--- config.mk ---
export PLATFORM = sky130hd
export DESIGN_NAME = writeback_regfile
export DESIGN_NICKNAME = d
export VERILOG_FILES = /design/src/rtl/y86_pkg.sv /design/src/rtl/y86_regfile.sv /design/src/rtl/writeback_regfile.sv
export SDC_FILE = /design/constraint.sdc
export NUM_CORES = 2
export LEC_CHECK = 0
export CAP_MARGIN = 20
export CORE_MARGIN = 4
export CORE_UTILIZATION = 60
export DETAILED_ROUTE_END_ITERATION = 12
export PLACE_DENSITY = 0.83
export REMOVE_ABC_BUFFERS = 1
export SLEW_MARGIN = 20
export SYNTH_ARGS = -nofsm -noshare
export SYNTH_HDL_FRONTEND = slang
export SYNTH_HIERARCHICAL = 1
export SYNTH_SLANG_ARGS = --single-unit
--- constraint.sdc ---
create_clock -name clk -period 11.2 [get_ports clk]
set_input_delay 2.24 -clock clk [delete_from_list [all_inputs] [get_ports clk]]
set_output_delay 2.24 -clock clk [all_outputs]
set_load 0.005 [all_outputs]
--- src/rtl/y86_pkg.sv ---
// Shared Y86-64 definitions: status codes, register indices and write-back state encoding.
package y86_pkg;

    localparam logic [2:0] STAT_AOK = 3'd1;
    localparam logic [2:0] STAT_ADR = 3'd2;
    localparam logic [2:0] STAT_INS = 3'd3;
    localparam logic [2:0] STAT_HLT = 3'd4;

    localparam logic [3:0] RRAX  = 4'h0;
    localparam logic [3:0] RRCX  = 4'h1;
    localparam logic [3:0] RRDX  = 4'h2;
    localparam logic [3:0] RRBX  = 4'h3;
    localparam logic [3:0] RRSP  = 4'h4;
    localparam logic [3:0] RRBP  = 4'h5;
    localparam logic [3:0] RRSI  = 4'h6;
    localparam logic [3:0] RRDI  = 4'h7;
    localparam logic [3:0] RNONE = 4'hF;

    typedef enum logic {
        ST_RUN  = 1'b0,
        ST_HALT = 1'b1
    } wb_state_t;

    // Any status outside the defined fault codes is reported as an invalid instruction.
    function automatic logic [2:0] fault_stat(input logic [2:0] s);
        return (s == STAT_ADR || s == STAT_INS || s == STAT_HLT) ? s : STAT_INS;
    endfunction

endpackage

--- src/rtl/y86_regfile.sv ---
// Architectural register file: NREGS x 64 bits, two asynchronous read ports,
// two synchronous write ports with the M port winning an address conflict.
module y86_regfile #(
    parameter int NREGS = 15
) (
    input  logic        clk,
    input  logic        rst,
    input  logic        we_e,
    input  logic [3:0]  addr_e,
    input  logic [63:0] data_e,
    input  logic        we_m,
    input  logic [3:0]  addr_m,
    input  logic [63:0] data_m,
    input  logic [3:0]  raddr_a,
    input  logic [3:0]  raddr_b,
    output logic [63:0] rdata_a,
    output logic [63:0] rdata_b
);

    logic [63:0] regs_reg [NREGS];
    logic [63:0] rd_tbl   [16];

    genvar gi;
    generate
        for (gi = 0; gi < NREGS; gi++) begin : g_reg
            always_ff @(posedge clk) begin
                if (rst) begin
                    regs_reg[gi] <= '0;
                end else if (we_m && addr_m == 4'(gi)) begin
                    regs_reg[gi] <= data_m;
                end else if (we_e && addr_e == 4'(gi)) begin
                    regs_reg[gi] <= data_e;
                end
            end
        end

        // Unimplemented indices (including RNONE) read as zero.
        for (gi = 0; gi < 16; gi++) begin : g_rd
            if (gi < NREGS) begin : g_live
                assign rd_tbl[gi] = regs_reg[gi];
            end else begin : g_zero
                assign rd_tbl[gi] = '0;
            end
        end
    endgenerate

    assign rdata_a = rd_tbl[raddr_a];
    assign rdata_b = rd_tbl[raddr_b];

endmodule

--- src/rtl/writeback_regfile.sv ---
// SEQ write-back stage: gates register commits on AOK status, latches the first
// fault into a sticky halt state and counts retired instructions.
module writeback_regfile
    import y86_pkg::*;
#(
    parameter int NREGS = 15,
    parameter int CNT_W = 64
) (
    input  logic             clk,
    input  logic             rst,
    input  logic             wb_valid,
    input  logic [2:0]       stat_in,
    input  logic [3:0]       dstE,
    input  logic [3:0]       dstM,
    input  logic [63:0]      valE,
    input  logic [63:0]      valM,
    input  logic [3:0]       srcA,
    input  logic [3:0]       srcB,
    output logic [63:0]      valA,
    output logic [63:0]      valB,
    output logic [2:0]       stat_out,
    output logic             halted,
    output logic [CNT_W-1:0] retired
);

    wb_state_t        state_reg, state_next;
    logic [2:0]       stat_reg, stat_next;
    logic [CNT_W-1:0] retired_reg, retired_next;
    logic             commit;

    always_ff @(posedge clk) begin
        if (rst) begin
            state_reg   <= ST_RUN;
            stat_reg    <= STAT_AOK;
            retired_reg <= '0;
        end else begin
            state_reg   <= state_next;
            stat_reg    <= stat_next;
            retired_reg <= retired_next;
        end
    end

    always_comb begin
        state_next   = state_reg;
        stat_next    = stat_reg;
        retired_next = retired_reg;
        commit       = 1'b0;
        if (state_reg == ST_RUN && wb_valid) begin
            if (stat_in == STAT_AOK) begin
                commit       = 1'b1;
                retired_next = retired_reg + CNT_W'(1);
            end else begin
                stat_next  = fault_stat(stat_in);
                state_next = ST_HALT;
            end
        end
    end

    y86_regfile #(
        .NREGS(NREGS)
    ) u_regfile (
        .clk     (clk),
        .rst     (rst),
        .we_e    (commit && dstE != RNONE),
        .addr_e  (dstE),
        .data_e  (valE),
        .we_m    (commit && dstM != RNONE),
        .addr_m  (dstM),
        .data_m  (valM),
        .raddr_a (srcA),
        .raddr_b (srcB),
        .rdata_a (valA),
        .rdata_b (valB)
    );

    assign stat_out = stat_reg;
    assign halted   = (state_reg == ST_HALT);
    assign retired  = retired_reg;

endmodule
==> impl_metrics.tcl <==
set metrics [dict create \
    cts_max_level 3 \
    ant_nets 0 \
    root_buffer "clkbuf_16" \
    fin_crit_sh 0.719 \
    cts.sinks 1028 \
    clkPwrFrac 0.393 \
    cts_resized 0 \
    slew_violations 0 \
    synth_top_area_cell "edfxtp_1" \
    antenna_found_initial 32 \
    grt_pass1_vias 46266 \
    place_ws_ns 3.34 \
    timing.max_slew.rel_slack 0.129 \
    core_um2 95600 \
    tightest_slew_ns 1.31 \
    num_vias 46927 \
    ys_async_sr_fraction 0 \
    maxCapViolations 0 \
    area_growth_pct 12.3 \
    cp-start-kind "primary input" \
    min_path_type "reg2reg" \
    worstSetupPathType "in2out" \
    clk_pin_slew_ns 0.05 \
    die_y_um 319 \
    status "finished clean" \
    fin_crit_ns 8.06 \
    io_buffer_count 345 \
    clk_path_buf_depth 3 \
    drt-initial-drc-count 9139 \
    multi_input_area_um2 25600 \
    synthTopCellsByCount "edfxtp_1 (960), a22o_1 (896), mux4_2 (384), clkbuf_1 (327), mux2i_1 (256)" \
    vias_per_cell 8.33 \
    grt_pass1_wl_um 307000 \
    die_w_um 319 \
    drc_errors 0 \
    nets 4404 \
    ir_worst_vdd_uv 134 \
    drive_above_1_share 0.164 \
    syn_inst 4240 \
    grt_max_degree 101 \
    grt_overflow 0 \
    synth_area_leaders "edfxtp_1 (50%), mux4_2 (15%), a22o_1 (13%), mux2i_1 (4.4%), dfxtp_1 (2.3%)" \
    io_pins 346 \
    synth_top_cell_area_share 0.495 \
    cts_made_buffers 108 \
    insertion_delay_ns 0.71 \
    cts_tree "done" \
    rsz0062_at_grt "no" \
    setup-tns-final_ns 0 \
    p_comb_frac 0.124 \
    initial_core_util 0.609 \
    postCtsSetupRepairBufs 0 \
    synth_flop_cell "edfxtp_1" \
    swShare 0.250 \
    post-synth-top-count-cell "edfxtp_1" \
    rows 113 \
    ys_types 56 \
    crit_required_ns 8.96 \
    max_freq_mhz 124 \
    seq_area_frac_synth 0.519 \
    place_hpwl_um 110000 \
    ys.warnings.count 6 \
    place_congestion 0.889 \
    fillers 6416 \
    setup_slack_ns 3.14 \
    synth-seq-cells 1028 \
    drt-total-wl_um 215000 \
    arrival_ns 5.82 \
    p_sw_uw 2290 \
    hold_buffers 0 \
    setup_violations 0 \
    cp_max_fo 82 \
    power_leakage_uw 0.0225 \
    synth_edf_count 960 \
    internal-power_uw 6850 \
    dr.pass1.iters 9 \
    syn_area_per_cell_um2 13.7 \
    register_area_um2 30200 \
    critPathCaptureType "output port" \
    wl_per_cell_um 38.2 \
    fin_skew_ns 0.0235 \
    power_density_nw_per_um2 140 \
    largest_reg_flops 960 \
    syn-cell-area_um2 58200 \
    grt_use_total 0.409 \
    final-hold-violation-count 0 \
    p_seq_frac 0.484 \
    dieArea_um2 102000 \
]
## stage by stage
| step | power [µW] | instance area, µm² | utilization | hold slack (ns) | instances |
|---|---|---|---|---|---|
| 5_1_grt | 9320 | 65400 | 0.684 | 0.530 | 5624 |
| 4_1_cts | 9080 | 65300 | 0.684 | 0.509 | 5609 |
| 3_5_place_dp | 5580 | 61900 | 0.647 | 0.483 | 5408 |
| 6_report | 9140 | 65400 | 0.684 | 0.505 | 5634 |
| 2_1_floorplan | 4930 | 55800 | - | 0.468 | 3701 |
| 3_3_place_gp | 5550 | 61900 | 0.647 | 0.485 | 5408 |
## critical path, stage by stage
cell,delay [ns]
buf_8,0.42
nor2b_4,0.90
buf_4,0.89
nand2_1,0.15
o21ai_0,0.14
mux4_2,0.37
clkdlybuf4s50_1,0.54
## final timing paths
path	endpoint	from	slack, ns	depth (start not counted)
setup / recovery	valA[38]	srcA[1]	3.14	7
hold / removal	stat_out[1]$_SDFFE_PP0P_	stat_out[1]$_SDFFE_PP0P_	0.51	2
setup reg to reg	u_regfile/regs_reg[1][25]$_SDFFCE_PN0P_	halted$_SDFFE_PP0P_	6.38	8
hold reg to reg	stat_out[1]$_SDFFE_PP0P_	stat_out[1]$_SDFFE_PP0P_	0.51	2
## logic make-up after synthesis
family	after synthesis	synth area share
AOI/OAI and AO/OA	1350	0.187
DFF	1028	0.519
muxes	641	0.193
buffers and inverters	613	0.0459
and+or+nand+nor	576	0.0507
xor gates and xnor gates	31	0.00466
adders and majority gates	1	0.000215
## area by class of cell
| class | instances | share of cell area |
|---|---|---|
| tap | 1265 | 0.0242 |
| antenna | 25 | 0.000956 |
| clock inverter | 62 | 0.00851 |
| clock buffer | 139 | 0.0447 |
| multi-input combinational | 2599 | 0.391 |
| sequential | 1028 | 0.462 |
| timing repair buffer | 442 | 0.0645 |
| inverter | 74 | 0.00429 |
## layer usage
layer  global-route usage  vias up  share of wire
met5                    0        -        0.00054
met4                0.264       18          0.078
met3                0.158     1310           0.19
met2                0.600     5415           0.43
met1                0.511    22488           0.30
li1                     -    17696              -
## cells in the final DEF (no fill, tap or decap), types with 18 or more instances in the layout
master and instances:
clkbuf_16 109, edfxtp_1 960, buf_4 98, xnor2_1 22
clkinv_1 24, o221ai_1 63, mux2i_1 256, diode_2 25
nor2_1 137, a21oi_1 94, mux4_2 384, a22o_1 896
o21ai_0 85, nand2_1 158, dfxtp_1 68, o22ai_1 65
nand4_1 25, clkinv_2 18, a221oi_1 64, clkdlybuf4s50_1 336
inv_1 73, o211ai_1 63, nand3_1 89, clkbuf_1 20
## power groups by stage
stage	Clock, µW	Combinational [µW]	Sequential (µW)
after floorplan	0	462	4470
after global placement	0	1070	4480
after detailed placement	0	1090	4490
after CTS	3570	1090	4410
after global routing	3730	1160	4430
final	3590	1130	4420
Note: power is estimated with default switching activity, not from simulation.
